`config.mk`:
```
export PLATFORM = sky130hd
export DESIGN_NAME = ireg_queue
export DESIGN_NICKNAME = d
export VERILOG_FILES = /design/src/rtl/ireg_queue.sv
export SDC_FILE = /design/constraint.sdc
export NUM_CORES = 1
export LEC_CHECK = 0
export ABC_AREA = 1
export BUFFER_PORTS_ARGS = -buffer_cell sky130_fd_sc_hd__buf_2
export CAP_MARGIN = 20
export CELL_PAD_IN_SITES_DETAIL_PLACEMENT = 0
export CELL_PAD_IN_SITES_GLOBAL_PLACEMENT = 1
export CORE_ASPECT_RATIO = 0.75
export CORE_MARGIN = 4
export CORE_UTILIZATION = 35
export CTS_CLUSTER_DIAMETER = 200
export DETAILED_ROUTE_END_ITERATION = 10
export HOLD_SLACK_MARGIN = 0.02
export PLACE_DENSITY = 0.63
export SLEW_MARGIN = 0
export SYNTH_ARGS = -nofsm -noshare
export SYNTH_HDL_FRONTEND = slang
export SYNTH_SLANG_ARGS = --single-unit
```
`constraint.sdc`:
```
create_clock -name clk -period 5 [get_ports clk]
set_input_delay 0.25 -clock clk [delete_from_list [all_inputs] [get_ports clk]]
set_output_delay 0.25 -clock clk [all_outputs]
set_load 0.05 [all_outputs]
```
`src/rtl/ireg_queue.sv`:
```
// rtl/ireg_queue.sv - fetch-to-decode instruction queue with head-entry MIPS field decode
module ireg_queue #(
    parameter int DEPTH = 4,
    parameter int PC_W  = 32,
    parameter int CNT_W = $clog2(DEPTH + 1)
) (
    input  logic             clk,
    input  logic             rst_n,
    input  logic             flush,
    input  logic             in_valid,
    output logic             in_ready,
    input  logic [31:0]      in_ins,
    input  logic [PC_W-1:0]  in_pc,
    output logic             out_valid,
    input  logic             out_ready,
    output logic [31:0]      out_ins,
    output logic [PC_W-1:0]  out_pc,
    output logic [5:0]       opcode,
    output logic [4:0]       rs,
    output logic [4:0]       rt,
    output logic [4:0]       rd,
    output logic [4:0]       shamt,
    output logic [5:0]       funct,
    output logic [15:0]      im1,
    output logic [25:0]      im2,
    output logic [CNT_W-1:0] count
);
    localparam int PTR_W = $clog2(DEPTH);

    logic [31:0]      ins_mem [DEPTH];
    logic [PC_W-1:0]  pc_mem  [DEPTH];
    logic [PTR_W-1:0] wr_ptr;
    logic [PTR_W-1:0] rd_ptr;
    logic             push;
    logic             pop;
    logic [31:0]      head_ins;

    assign in_ready  = (count != CNT_W'(DEPTH));
    assign out_valid = (count != '0);
    assign push      = in_valid & in_ready & ~flush;
    assign pop       = out_valid & out_ready & ~flush;

    // Pointers wrap naturally because DEPTH is a power of two.
    always_ff @(posedge clk or negedge rst_n) begin
        if (!rst_n) begin
            wr_ptr <= '0;
            rd_ptr <= '0;
            count  <= '0;
        end else if (flush) begin
            wr_ptr <= '0;
            rd_ptr <= '0;
            count  <= '0;
        end else begin
            if (push) wr_ptr <= wr_ptr + PTR_W'(1);
            if (pop)  rd_ptr <= rd_ptr + PTR_W'(1);
            if (push && !pop)      count <= count + CNT_W'(1);
            else if (pop && !push) count <= count - CNT_W'(1);
        end
    end

    always_ff @(posedge clk) begin
        if (push) begin
            ins_mem[wr_ptr] <= in_ins;
            pc_mem[wr_ptr]  <= in_pc;
        end
    end

    assign head_ins = out_valid ? ins_mem[rd_ptr] : 32'd0;
    assign out_ins  = head_ins;
    assign out_pc   = out_valid ? pc_mem[rd_ptr] : '0;
    assign opcode   = head_ins[31:26];
    assign rs       = head_ins[25:21];
    assign rt       = head_ins[20:16];
    assign rd       = head_ins[15:11];
    assign shamt    = head_ins[10:6];
    assign funct    = head_ins[5:0];
    assign im1      = head_ins[15:0];
    assign im2      = head_ins[25:0];
endmodule

```
---- Word-level counts from Yosys, hierarchy flattened ----
Memory sizes are Yosys's and may differ from the RTL's.
Index checks and enable logic that the tools add are counted.
word-level totals
  register bits ........................... 7
  bits in latches ......................... 0
  memory bits (writable) .................. 256
  bits in read-only memories .............. 0
  bits of input ports ..................... 69
  output and inout port bits .............. 143
  logic and storage cells ................. 34
  memories ................................ 2
operators by class
  $add $sub $neg .......................... 4
  $mul .................................... 0
  div/mod/pow operators ................... 0
  magnitude comparators ................... 0
  equal/unequal tests ..................... 1
  shift operators ......................... 0
  muxes and demuxes ....................... 11
  bitwise logic cells ..................... 5
  reductions and logical operators ........ 8
memories
  name     depth  width  read ports  clocked after memory_dff  write ports  RTL line  source
  ins_mem  4      32     1           0                         1            30        logic [31:0] ins_mem [DEPTH];
  pc_mem   4      32     1           0                         1            31        logic [PC_W-1:0] pc_mem [DEPTH];
operator list
  operator                                                            count
  32-bit 2-to-1 mux                                                   2
  3-bit 2-to-1 mux                                                    3
  2-bit 2-to-1 mux                                                    4
  3-bit nonzero test                                                  2
  2-bit by 1-bit adder with 2-bit output, second input constant       2
  1-bit bitwise AND                                                   4
  2-bit nonzero test                                                  2
  3-bit by 1-bit adder with 3-bit output, second input constant       1
  3-bit inequality test, second input constant                        1
  3-bit by 1-bit subtractor with 3-bit output, second input constant  1
  1-bit logical AND                                                   2
  1-bit logical NOT                                                   2
  1-bit 2-to-1 mux                                                    2
  1-bit inverter                                                      1

---- Longest topological paths before layout ----
Gate-level depths: netlist (run 1).
  word-level depth ........................ 8
  gate-level depth with buffers ........... 11
  mapped depth without buffers ............ 11

---- Worst setup path after synthesis (run 1) ----
No wires, ideal clock.
  path type ............................... flip-flop to flip-flop
  start point ............................. reg count[1]
  end point ............................... mem ins_mem[0][0] (enable)
  library setup time ...................... 486 ps
  arrival ................................. 3,741 ps
  data required time ...................... 4,514 ps
  slack ................................... 773 ps
  cell stages (with the launch flop) ...... 5
  buffers on the path ..................... 0
  period minus slack after synthesis ...... 4,227 ps
  cells stage by stage .................... dfrtp_1 -> nor2_2 -> a21oi_1 -> nand2_1 -> nor2_1
between the ends
  longest elaborated chain between the ends .. 5
RTL lines
  what                                    RTL line  source
  start, declared                         26        output logic [CNT_W-1:0] count
  start signal, assigned                  56        if (push && !pop) count <= count + CNT_W'(1);
  start signal, assigned                  57        else if (pop && !push) count <= count - CNT_W'(1);
  3-bit inequality test                   38        assign in_ready = (count != CNT_W'(DEPTH));
  1-bit bitwise AND (2 in series)         40        assign push = in_valid & in_ready & ~flush;
  1-bit 2-to-1 mux                        62        if (push) begin
  1-bit 2-to-1 mux (not written as such)  63        ins_mem[wr_ptr] <= in_ins;
  end, declared                           30
No other way between the ends.

---- Final worst setup path (run 1) ----
  start point ............................. reg rd_ptr[0]
  end point ............................... out im2[0]
between the ends
  longest elaborated chain between the ends .. 2
RTL lines
  what                    RTL line  source
  start, declared         33        logic [PTR_W-1:0] rd_ptr;
  start signal, assigned  55        if (pop) rd_ptr <= rd_ptr + PTR_W'(1);
  memory read 4 x 32 bit  n/a
  32-bit 2-to-1 mux       68        assign head_ins = out_valid ? ins_mem[rd_ptr] : 32'd0;
  end, declared           25        output logic [25:0] im2,
No other way between the ends.

==> results of run 1 <==
-- area by class of cell --
class	count	share of cell area
clock buffers	33	0.0538
clock inverters	16	0.0138
inverters	17	0.00487
multi-input cells	494	0.165
flip-flops and latches	263	0.589
well taps	399	0.0373
repair buffers	290	0.137
-- cell families (layout without fill, tap and decap cells) --
kind of cell	after synthesis	in the layout
adders and majority gates	5	5
DFF	263	263
buffers and inverters	139	356
AOI/OAI and AO/OA	200	200
and+or+nand+nor	288	288
xor gates and xnor gates	1	1
-- placed cells by master (no fill, tap or decap), drive strengths merged --
cell         netlist  final
a21oi             68     68
buf              105    223
bufinv             0      4
clkbuf            17     33
clkinv             0     13
dfrtp              7      7
dlygate4sd3        0     67
edfxtp           256    256
fa                 1      1
ha                 4      4
inv               17     16
nand2             23     23
nand3              1      1
nand3b             1      1
nor2             263    263
o21ai            132    132
xor2               1      1
-- worst min path at each step --
| stage | slack [ns] | start | end | cells after the start |
|---|---|---|---|---|
| finish | 0.09 | rst_n | wr_ptr[0] | 2 |
| detailed placement | 0.10 | rst_n | count[1] | 1 |
| global placement | 0.10 | rst_n | count[1] | 1 |
| global route | 0.08 | rst_n | count[1] | 2 |
| CTS | 0.06 | rst_n | count[1] | 2 |
| floorplan | -0.05 | rst_n | count[0] | 0 |
-- registers in the layout (all words and copies together), names as in the netlist --
name and cells:
pc_mem 128, count 3, wr_ptr 2, ins_mem 128
rd_ptr 2
-- metal layers --
layer,part of all wire,global-route usage,vias to the layer above
met5,0.0011,0,-
met4,0.017,0.0299,4
met3,0.059,0.0309,35
met2,0.47,0.243,177
met1,0.46,0.199,3249
li1,-,-,3442
-- timing repair --
action                    4_1_cts  5_1_grt
hold buffers                   67        0
hold endpoints to repair      267        0
buffers inserted                0        0
gates resized for setup         0        0
-- metrics by stage --
step / instances / cell area (um^2) / worst slack (ns)
after floorplan: 896 / 10900 / 0.773
after global placement: 1395 / 11800 / 1.67
after detailed placement: 1395 / 11800 / 1.61
after CTS: 1511 / 13300 / 1.01
after global routing: 1512 / 13400 / 0.782
final: 1512 / 13400 / 1.19
==> impl_metrics.prom, run 1 <==
# TYPE chip_impl_metric gauge
chip_impl_info{name="status",value="finished clean"} 1
chip_impl_info{name="crit_end",value="im2[0]"} 1
chip_impl_info{name="clock-root-buffer",value="clkbuf_16"} 1
chip_impl_info{name="path_class",value="reg -> out"} 1
chip_impl_metric{name="hold_viol_final",unit=""} 0
chip_impl_info{name="worstSetupEndpointType",value="output port"} 1
chip_impl_metric{name="die_w",unit="um"} 212
chip_impl_info{name="cp-start-kind",value="flip-flop"} 1
chip_impl_metric{name="post_synth_instance_area",unit="um^2"} 10900
chip_impl_metric{name="cell_row_count",unit=""} 55
chip_impl_metric{name="crit_arrival",unit="ns"} 3.56
chip_impl_metric{name="synth-simple-area-share",unit=""} 0.100
chip_impl_info{name="cts_tree",value="done"} 1
chip_impl_metric{name="maximum_number_of_pins_on_one_net_before_global_route_repair",unit=""} 72
chip_impl_metric{name="cp.depth",unit=""} 5
chip_impl_metric{name="dieArea",unit="um^2"} 34100
chip_impl_metric{name="clkTransAtPathRegs",unit="ns"} 0.06
chip_impl_metric{name="route.antenna.remaining_nets",unit=""} 0
chip_impl_info{name="critical_path.slowest_cell",value="clkinv_2"} 1
chip_impl_metric{name="postRouteWirelength",unit="um"} 25400
chip_impl_info{name="synth.top_cells.by_area",value="edfxtp_1 70%, nor2_1 9.0%, buf_4 6.1%"} 1
chip_impl_metric{name="fill_cells",unit=""} 2840
chip_impl_metric{name="io_pins",unit=""} 212
chip_impl_info{name="holdCritPathClass",value="in -> async"} 1
chip_impl_metric{name="number_of_enable_type_register_cells_in_the_synthesized_netlist",unit=""} 256
chip_impl_metric{name="gp_congestion",unit=""} 0.705
chip_impl_metric{name="initial_core_util",unit=""} 0.359
chip_impl_metric{name="finalSetupViolCount",unit=""} 0
chip_impl_metric{name="syn2layout_area_growth",unit="%"} 22.5
chip_impl_metric{name="hold-worst-slack",unit="ns"} 0.0931
chip_impl_metric{name="synthesis.area_per_instance",unit="um^2"} 12.2
chip_impl_metric{name="fraction_of_layout_instances_using_a_drive_strength_above_1",unit=""} 0.245
chip_impl_metric{name="core_area",unit="um^2"} 30400
chip_impl_metric{name="clock-skew-final",unit="ns"} 0.0132
chip_impl_info{name="yosys.area.top_type",value="edfxtp_1"} 1
chip_impl_metric{name="cts_made_buffers",unit=""} 28
chip_impl_metric{name="drtIter0Drc",unit=""} 370
chip_impl_metric{name="cp.required",unit="ns"} 4.75
chip_impl_metric{name="synth-seq-cells",unit=""} 263
chip_impl_info{name="setup_repair_after_global_routing_missed_its_margin",value="false"} 1
chip_impl_metric{name="io_buffer_count",unit=""} 211
chip_impl_metric{name="vias",unit=""} 6907
chip_impl_metric{name="report.final.slew_viol_count",unit=""} 0
chip_impl_metric{name="maxCapViolCount",unit=""} 0
chip_impl_metric{name="die_h",unit="um"} 161
chip_impl_metric{name="grt_pass1_wl",unit="um"} 39000
chip_impl_metric{name="groute.usage.overall",unit=""} 0.146
chip_impl_metric{name="cts-root-to-sink-buffers",unit=""} 3
chip_impl_metric{name="worstPathMaxFanout",unit=""} 70
chip_impl_metric{name="final_core_utilization",unit=""} 0.439
chip_impl_metric{name="post_synth_inst_count",unit=""} 896
chip_impl_metric{name="timing.setup.tns",unit="ns"} 0
chip_impl_metric{name="synth_top_area_share",unit=""} 0.705
chip_impl_info{name="synthFlopType",value="edfxtp_1"} 1
chip_impl_metric{name="place.detailed.hpwl",unit="um"} 14200
chip_impl_info{name="crit_chain",value="clkinv_2 > buf_4 > o21ai_0 > a21oi_1 > buf_2"} 1
chip_impl_metric{name="design.final.nets",unit=""} 1168
chip_impl_info{name="timing.rr.end",value="ins_mem[0][8]"} 1
chip_impl_metric{name="dr.pass1.iters",unit=""} 6
chip_impl_metric{name="drt_wl_cell",unit="um"} 16.8
chip_impl_info{name="crit_path_start",value="rd_ptr[0]"} 1
chip_impl_metric{name="slew_headroom",unit=""} 0.354
chip_impl_metric{name="yosysWarnings",unit=""} 0
chip_impl_metric{name="viasPerCell",unit=""} 4.57
chip_impl_info{name="synthMostInstantiatedCell",value="nor2_1"} 1
chip_impl_metric{name="drt_drc_violations_left",unit=""} 0
chip_impl_metric{name="numClockSinks",unit=""} 263
chip_impl_metric{name="timing.final.crit_period",unit="ns"} 3.81
chip_impl_info{name="yosys-top-cells-count",value="262 x nor2_1, 256 x edfxtp_1, 128 x o21ai_0"} 1
chip_impl_metric{name="ys_async_sr_fraction",unit=""} 0.0266
chip_impl_info{name="cpLargestDelayFamily",value="buffers and inverters"} 1
chip_impl_metric{name="synth-adder-area-share",unit=""} 0.00642
chip_impl_metric{name="cts_htree_levels",unit=""} 1
chip_impl_metric{name="timing.fmax",unit="MHz"} 263
chip_impl_metric{name="antennaDiodeCount",unit=""} 0
chip_impl_metric{name="synth_compound_gate_area_share",unit=""} 0.0917
chip_impl_metric{name="synth.yosys.seq_area_share",unit=""} 0.721
chip_impl_info{name="synth_top_family_by_area",value="simple AND/OR/NAND/NOR gates"} 1
chip_impl_metric{name="worst_path_largest_cell_delay",unit="ns"} 0.91
chip_impl_metric{name="r2r_setup_slack",unit="ns"} 2.39
chip_impl_info{name="crit-reg2reg-launch",value="count[2]"} 1
chip_impl_metric{name="seqCellArea",unit="um^2"} 7870
chip_impl_metric{name="reg2regPathDepth",unit=""} 4
chip_impl_metric{name="clock_latency_on_the_worst_skew_pair",unit="ns"} 0.55
chip_impl_metric{name="multi_input_gate_area_in_the_final_layout",unit="um^2"} 2200
chip_impl_metric{name="syn_nets",unit=""} 970
chip_impl_metric{name="yosys-mux-area-fraction",unit=""} 0
chip_impl_metric{name="grt_antenna_before_repair",unit=""} 2
chip_impl_metric{name="tightest_pin_transition",unit="ns"} 0.966
chip_impl_metric{name="ys_types",unit=""} 21
chip_impl_metric{name="globalRoute.totalOverflow",unit=""} 0
chip_impl_metric{name="crit_buf_inv",unit=""} 3
chip_impl_metric{name="fin_crit_sh",unit=""} 0.761
chip_impl_metric{name="xor_xnor_share_of_the_synthesized_area",unit=""} 0.000803
chip_impl_metric{name="grt_pass1_vias",unit=""} 6743
Power of run 1 is left out: the tool's default activity adds up to more than one toggle a clock period on the data nets, which glitch-free logic cannot reach.
==> run 2: changes to the inputs <==
==> constraint.sdc (replaced) <==
create_clock -name clk -period 3.9 [get_ports clk]
set_input_delay 0.195 -clock clk [delete_from_list [all_inputs] [get_ports clk]]
set_output_delay 0.195 -clock clk [all_outputs]
set_load 0.05 [all_outputs]
==> run 2 against run 1 <==
Against the previous run:
- count of clock-buffer cells in the layout up 3
- design area up 0.10%
- via count rose by 0.51%
- first-iteration DRC count is 17% lower
- register-to-register slack lost 0.58 ns
- flip-flop and latch count did not move
- utilization is essentially flat
- die area unchanged
- global-route usage decreased by 0.26 points
- sequential share of layout area decreased by 0.061 points
- non-clock buffer count is 2 higher
- highest routed layer unchanged
==> impl_metrics.prom, run 2 (synthesis gave the netlist of run 1 again) <==
# TYPE chip_impl_metric gauge
chip_impl_metric{name="syn2layout_area_growth",unit="%"} 22.6
chip_impl_metric{name="timing.fmax",unit="MHz"} 342
chip_impl_info{name="mostFrequentLayoutCells",value="258 x nor2_1, 256 x edfxtp_1, 211 x buf_2"} 1
chip_impl_info{name="final_common_cell",value="nor2_1"} 1
chip_impl_metric{name="hold_viol_final",unit=""} 0
chip_impl_metric{name="cell_row_count",unit=""} 55
chip_impl_metric{name="report.final.slew_viol_count",unit=""} 0
chip_impl_info{name="clock-root-buffer",value="clkbuf_16"} 1
chip_impl_metric{name="clkTransAtPathRegs",unit="ns"} 0.06
chip_impl_info{name="largest_registers",value="ins_mem: 128 flops, pc_mem: 128 flops, count: 3 flops"} 1
chip_impl_metric{name="reg2regPathDepth",unit=""} 4
chip_impl_metric{name="cts_htree_levels",unit=""} 1
chip_impl_metric{name="grt_pass1_vias",unit=""} 6719
chip_impl_metric{name="place.detailed.hpwl",unit="um"} 14200
chip_impl_metric{name="timing.final.crit_period",unit="ns"} 2.92
chip_impl_metric{name="die_w",unit="um"} 212
chip_impl_metric{name="fraction_of_layout_instances_using_a_drive_strength_above_1",unit=""} 0.246
chip_impl_metric{name="clock_latency_on_the_worst_skew_pair",unit="ns"} 0.53
chip_impl_metric{name="postCtsSetupBuffers",unit=""} 0
chip_impl_metric{name="cts_made_buffers",unit=""} 27
chip_impl_metric{name="maximum_number_of_pins_on_one_net_before_global_route_repair",unit=""} 67
chip_impl_info{name="cp-start-kind",value="flip-flop"} 1
chip_impl_metric{name="fill_cells",unit=""} 2829
chip_impl_metric{name="initial_core_util",unit=""} 0.359
chip_impl_metric{name="slew_headroom",unit=""} 0.402
chip_impl_metric{name="tightest_pin_transition",unit="ns"} 0.897
chip_impl_metric{name="gp_congestion",unit=""} 0.712
chip_impl_info{name="cts_tree",value="done"} 1
chip_impl_info{name="holdCritPathClass",value="in -> async"} 1
chip_impl_metric{name="viasPerCell",unit=""} 4.58
chip_impl_info{name="worstSetupEndpointType",value="output port"} 1
chip_impl_metric{name="groute.usage.overall",unit=""} 0.143
chip_impl_metric{name="io_buffer_count",unit=""} 211
chip_impl_info{name="path_class",value="reg -> out"} 1
chip_impl_metric{name="cts_repair_resize_count",unit=""} 0
chip_impl_metric{name="multi_input_gate_area_in_the_final_layout",unit="um^2"} 2200
chip_impl_metric{name="globalRoute.totalOverflow",unit=""} 0
chip_impl_info{name="status",value="finished clean"} 1
chip_impl_metric{name="fin_crit_sh",unit=""} 0.749
chip_impl_metric{name="drtIter0Drc",unit=""} 308
chip_impl_metric{name="clock-skew-final",unit="ns"} 0.0103
chip_impl_metric{name="cp.required",unit="ns"} 3.70
chip_impl_metric{name="postRouteWirelength",unit="um"} 25300
chip_impl_metric{name="vias",unit=""} 6942
chip_impl_metric{name="finalSetupViolCount",unit=""} 0
chip_impl_metric{name="seqCellArea",unit="um^2"} 7870
chip_impl_metric{name="route.antenna.remaining_nets",unit=""} 0
chip_impl_metric{name="numClockSinks",unit=""} 263
chip_impl_metric{name="worstPathMaxFanout",unit=""} 53
chip_impl_metric{name="crit_arrival",unit="ns"} 2.73
chip_impl_metric{name="grt_pass1_wl",unit="um"} 38400
chip_impl_metric{name="maxCapViolCount",unit=""} 0
chip_impl_metric{name="io_pins",unit=""} 212
chip_impl_metric{name="crit_buf_inv",unit=""} 3
chip_impl_metric{name="cts-root-to-sink-buffers",unit=""} 3
chip_impl_metric{name="dr.pass1.iters",unit=""} 4
chip_impl_metric{name="cts_hold_repair.buffers",unit=""} 66
chip_impl_metric{name="worst_path_largest_cell_delay",unit="ns"} 0.48
chip_impl_metric{name="final_core_utilization",unit=""} 0.440
chip_impl_metric{name="cp.depth",unit=""} 5
chip_impl_metric{name="design.final.nets",unit=""} 1169
chip_impl_info{name="critical_path.slowest_cell",value="dfrtp_4"} 1
chip_impl_info{name="cpLargestDelayFamily",value="buffers and inverters"} 1
chip_impl_metric{name="dieArea",unit="um^2"} 34100
chip_impl_metric{name="antennaDiodeCount",unit=""} 0
chip_impl_info{name="setup_repair_after_global_routing_missed_its_margin",value="false"} 1
chip_impl_metric{name="grt_antenna_before_repair",unit=""} 2
chip_impl_info{name="crit_chain",value="clkinv_2 > buf_12 > o21ai_0 > a21oi_1 > buf_2"} 1
chip_impl_metric{name="core_area",unit="um^2"} 30400
chip_impl_metric{name="die_h",unit="um"} 161
chip_impl_metric{name="drt_wl_cell",unit="um"} 16.7
chip_impl_metric{name="drt_drc_violations_left",unit=""} 0
-- run 2: changes by cell type in the layout (fill, tap and decap cells not counted), sizes merged --
cell         before  now
clkinvlp          0    1
clkinv           13    9
inv              16   17
buf             223  226
clkbuf           33   36
dlygate4sd3      67   66
-- run 2: per-layer routing --
metal / GRT usage / wire length (um) / vias up
met5: 0 / 21 / -
met4: 0.0287 / 489 / 4
met3: 0.0207 / 1250 / 36
met2: 0.234 / 11600 / 183
met1: 0.206 / 11900 / 3271
li1: - / - / 3448
-- run 2: final cells by class --
class	count	share of cell area
timing repair buffer	292	0.140
clock inverter	14	0.0127
tap	399	0.0373
multi-input combinational	494	0.165
sequential	263	0.588
clock buffer	36	0.0530
inverter	17	0.00486
-- run 2: per-stage QoR --
stage / cell area (um^2) / setup slack (ns) / hold WS [ns] / TNS, ns / instances
floorplan: 10900 / -0.327 / -0.101 / -83.78 / 896
global placement: 11800 / 1.47 / 0.0656 / 0 / 1399
detailed placement: 11800 / 1.46 / 0.0681 / 0 / 1399
CTS: 13400 / 0.878 / 0.0355 / 0 / 1515
global route: 13400 / 0.711 / 0.0735 / 0 / 1515
finish: 13400 / 0.980 / 0.0560 / 0 / 1515
-- run 2: final timing paths --
path | start | end | slack, ns
hold reg to reg | count[0] | count[0] | 0.58
max in group asynchronous | rst_n | rd_ptr[0] | 3.64
setup / recovery | rd_ptr[0] | im2[2] | 0.98
hold / removal | rst_n | count[1] | 0.06
min in group clk | out_ready | rd_ptr[0] | 0.06
setup reg to reg | count[2] | ins_mem[2][31] | 1.81
Power of run 2 is left out for the same reason.
==> run 3: changes to the inputs <==
--- a/config.mk
+++ b/config.mk
@@ -5,7 +5,7 @@
 export SDC_FILE = /design/constraint.sdc
 export NUM_CORES = 1
 export LEC_CHECK = 0
-export ABC_AREA = 1
+export ABC_AREA = 0
 export BUFFER_PORTS_ARGS = -buffer_cell sky130_fd_sc_hd__buf_2
 export CAP_MARGIN = 20
 export CELL_PAD_IN_SITES_DETAIL_PLACEMENT = 0
@@ -16,7 +16,7 @@
 export CTS_CLUSTER_DIAMETER = 200
 export DETAILED_ROUTE_END_ITERATION = 10
 export HOLD_SLACK_MARGIN = 0.02
-export PLACE_DENSITY = 0.63
+export PLACE_DENSITY = 0.59
 export SLEW_MARGIN = 0
 export SYNTH_ARGS = -nofsm -noshare
 export SYNTH_HDL_FRONTEND = slang
==> constraint.sdc (replaced) <==
create_clock -name clk -period 2.8 [get_ports clk]
set_input_delay 0.14 -clock clk [delete_from_list [all_inputs] [get_ports clk]]
set_output_delay 0.14 -clock clk [all_outputs]
set_load 0.05 [all_outputs]
==> run 3 against run 2 <==
Against the previous run:
- routed wire length decreased by 11%
- critical path depth up 3
- register-to-register slack got worse by 1.7 ns
- die area is 1.5% lower
- global-route usage fell by 1.3 points
- design area shrank 0.17%
- final cell count down 22%
- critical endpoint is now count[1]
- highest routed layer is now met4
==> impl_metrics.prom, run 3 <==
# TYPE chip_impl_metric gauge
chip_impl_info{name="cts_tree",value="done"} 1
chip_impl_metric{name="clock-skew-final",unit="ns"} 0.0131
chip_impl_metric{name="seqCellArea",unit="um^2"} 7870
chip_impl_metric{name="synth.yosys.seq_area_share",unit=""} 0.732
chip_impl_info{name="path_class",value="reg -> reg"} 1
chip_impl_metric{name="ys_async_sr_fraction",unit=""} 0.0266
chip_impl_metric{name="drt_wl_cell",unit="um"} 18.9
chip_impl_metric{name="maxCapViolCount",unit=""} 0
chip_impl_info{name="clock-root-buffer",value="clkbuf_16"} 1
chip_impl_metric{name="ys_types",unit=""} 28
chip_impl_metric{name="postCtsSetupBuffers",unit=""} 0
chip_impl_metric{name="cts-root-to-sink-buffers",unit=""} 3
chip_impl_metric{name="grt_antenna_before_repair",unit=""} 2
chip_impl_metric{name="grt_pass1_wl",unit="um"} 34200
chip_impl_metric{name="timing.final.crit_period",unit="ns"} 2.65
chip_impl_metric{name="groute.usage.overall",unit=""} 0.130
chip_impl_metric{name="crit_arrival",unit="ns"} 3.08
chip_impl_metric{name="synth-adder-area-share",unit=""} 0.00652
chip_impl_metric{name="viasPerCell",unit=""} 4.67
chip_impl_metric{name="cts_made_buffers",unit=""} 28
chip_impl_metric{name="finish.instance_area",unit="um^2"} 13400
chip_impl_metric{name="core_area",unit="um^2"} 30200
chip_impl_metric{name="die_w",unit="um"} 210
chip_impl_metric{name="route.antenna.remaining_nets",unit=""} 0
chip_impl_info{name="worstSetupEndpointType",value="flip-flop"} 1
chip_impl_metric{name="gp_congestion",unit=""} 0.743
chip_impl_info{name="largest_registers",value="ins_mem: 128 flops, pc_mem: 128 flops, count: 3 flops"} 1
chip_impl_info{name="synthMostInstantiatedCell",value="edfxtp_1"} 1
chip_impl_metric{name="synth_top_area_share",unit=""} 0.716
chip_impl_metric{name="drtIter0Drc",unit=""} 325
chip_impl_info{name="status",value="finished clean"} 1
chip_impl_info{name="synth.top_cells.by_area",value="edfxtp_1 72%, mux4_2 13%, buf_4 5.3%"} 1
chip_impl_metric{name="fin_crit_sh",unit=""} 0.948
chip_impl_metric{name="grt_pass1_vias",unit=""} 6049
chip_impl_info{name="yosys.area.top_type",value="edfxtp_1"} 1
chip_impl_metric{name="drt_drc_violations_left",unit=""} 0
chip_impl_metric{name="cts_htree_levels",unit=""} 1
chip_impl_metric{name="globalRoute.totalOverflow",unit=""} 0
chip_impl_metric{name="report.final.slew_viol_count",unit=""} 0
chip_impl_metric{name="design.final.nets",unit=""} 838
chip_impl_metric{name="fraction_of_layout_instances_using_a_drive_strength_above_1",unit=""} 0.432
chip_impl_metric{name="yosys-mux-area-fraction",unit=""} 0.134
chip_impl_metric{name="vias",unit=""} 5539
chip_impl_metric{name="clock_latency_on_the_worst_skew_pair",unit="ns"} 0.53
chip_impl_metric{name="hold_viol_final",unit=""} 0
chip_impl_metric{name="die_h",unit="um"} 160
chip_impl_metric{name="io_buffer_count",unit=""} 211
chip_impl_metric{name="postRouteWirelength",unit="um"} 22400
chip_impl_metric{name="initial_core_util",unit=""} 0.355
chip_impl_metric{name="worst_path_largest_cell_delay",unit="ns"} 0.47
chip_impl_metric{name="syn2layout_area_growth",unit="%"} 24.4
chip_impl_metric{name="syn_nets",unit=""} 612
chip_impl_metric{name="clkTransAtPathRegs",unit="ns"} 0.06
chip_impl_info{name="holdCritPathClass",value="in -> reg"} 1
chip_impl_metric{name="timing.fmax",unit="MHz"} 377
chip_impl_metric{name="synth_compound_gate_area_share",unit=""} 0.00571
chip_impl_info{name="mostFrequentLayoutCells",value="256 x edfxtp_1, 211 x buf_2, 68 x dlygate4sd3_1"} 1
chip_impl_info{name="setup_repair_after_global_routing_missed_its_margin",value="false"} 1
chip_impl_metric{name="worstPathMaxFanout",unit=""} 7
chip_impl_metric{name="io_pins",unit=""} 212
chip_impl_metric{name="multi_input_gate_area_in_the_final_layout",unit="um^2"} 2180
chip_impl_metric{name="numClockSinks",unit=""} 263
chip_impl_metric{name="synthesis.area_per_instance",unit="um^2"} 20.0
chip_impl_info{name="yosys-top-cells-count",value="256 x edfxtp_1, 76 x buf_4, 69 x and2_1"} 1
chip_impl_metric{name="number_of_enable_type_register_cells_in_the_synthesized_netlist",unit=""} 256
chip_impl_metric{name="cp.required",unit="ns"} 3.23
chip_impl_metric{name="placed_cell_area",unit="um^2"} 11800
chip_impl_metric{name="fill_cells",unit=""} 2629
chip_impl_metric{name="tightest_pin_transition",unit="ns"} 0.690
chip_impl_metric{name="timing.setup.tns",unit="ns"} 0
chip_impl_info{name="crit_chain",value="or3b_4 > nand2_1 > nor2_2 > and2_1 > fa_1 > a311oi_2 > o21ai_0 > a221oi_1"} 1
chip_impl_info{name="final_common_cell",value="edfxtp_1"} 1
chip_impl_metric{name="dr.pass1.iters",unit=""} 4
chip_impl_metric{name="place.detailed.hpwl",unit="um"} 13500
chip_impl_metric{name="yosysWarnings",unit=""} 0
chip_impl_info{name="synth_top_family_by_area",value="multiplexers"} 1
chip_impl_metric{name="finalSetupViolCount",unit=""} 0
chip_impl_metric{name="post_synth_instance_area",unit="um^2"} 10700
chip_impl_metric{name="synth-simple-area-share",unit=""} 0.0493
chip_impl_metric{name="post_synth_inst_count",unit=""} 538
chip_impl_metric{name="dieArea",unit="um^2"} 33600
chip_impl_metric{name="synth-seq-cells",unit=""} 263
chip_impl_metric{name="slew_headroom",unit=""} 0.540
chip_impl_metric{name="xor_xnor_share_of_the_synthesized_area",unit=""} 0.00489
chip_impl_metric{name="cell_row_count",unit=""} 55
chip_impl_info{name="critical_path.slowest_cell",value="fa_1"} 1
chip_impl_metric{name="maximum_number_of_pins_on_one_net_before_global_route_repair",unit=""} 68
chip_impl_info{name="synthFlopType",value="edfxtp_1"} 1
chip_impl_info{name="cp-start-kind",value="flip-flop"} 1
==> run 3: cell types whose count changed after synthesis, sizes merged, moves of 18 or more <==
cell | before | now
mux4 | 0 | 64
and2 | 0 | 69
o21ai | 132 | 3
nand2 | 23 | 5
nor2 | 263 | 7
a21oi | 68 | 1
==> run 3: cell families after synthesis <==
family | Yosys count
AO/OA/AOI/OAI | 9
XOR/XNOR | 6
adder cells (fa/ha/maj) | 5
buffers and inverters | 103
flip-flops | 263
multiplexers | 64
AND/OR/NAND/NOR | 88
==> run 3: worst max-delay path, delay by kind of cell (launching register included) <==
family,cells,cell delay [ns]
AND/OR/NAND/NOR,4,0.85
AO/OA/AOI/OAI,3,0.78
flip-flops,1,0.45
adder cells (fa/ha/maj),1,0.47
==> run 3: metal layers <==
layer,vias up,track usage,wire [um]
li1,2472,-,-
met1,2845,0.164,9270
met2,198,0.229,11400
met3,24,0.0334,1520
met4,0,0.0249,259
met5,-,0,0
==> run 3: worst paths after layout <==
| kind | to | slack (ns) | depth (start not counted) | from |
|---|---|---|---|---|
| worst min register to register | wr_ptr[1] | 0.60 | 2 | wr_ptr[1] |
| worst min-delay path | rd_ptr[1] | 0.09 | 4 | out_ready |
| worst max-delay path | count[1] | 0.15 | 8 | count[2] |
| min in group asynchronous | count[1] | 0.57 | 3 | rst_n |
| max in group asynchronous | rd_ptr[1] | 1.92 | 3 | rst_n |
| worst max register to register | count[1] | 0.15 | 8 | count[2] |
==> run 3: repair_timing <==
action	4_1_cts	5_1_grt
setup endpoints to repair	0	1
hold endpoints to repair	270	0
hold buffers	68	0
resized for setup	0	2
==> run 3: final cells by class <==
cell class,count,share of cell area
well taps,399,0.0374
clock buffers,41,0.0584
diodes,2,0.000375
flip-flops and latches,263,0.589
inverters,4,0.00112
multi-input cells,172,0.163
repair buffers,295,0.144
clock inverters,9,0.00693
==> run 3: stage by stage <==
| step | hold slack (ns) | utilization | cells | worst slack [ns] |
|---|---|---|---|---|
| after global routing | 0.0584 | 0.442 | 1185 | 0.0434 |
| after CTS | 0.0415 | 0.442 | 1183 | 0.103 |
| after detailed placement | -0.00544 | 0.390 | 1065 | 0.111 |
| final | 0.0905 | 0.442 | 1185 | 0.146 |
| after global placement | -0.0133 | 0.390 | 1065 | 0.301 |
| after floorplan | -0.156 | - | 538 | 0.0365 |
Power of run 3 is left out for the same reason.
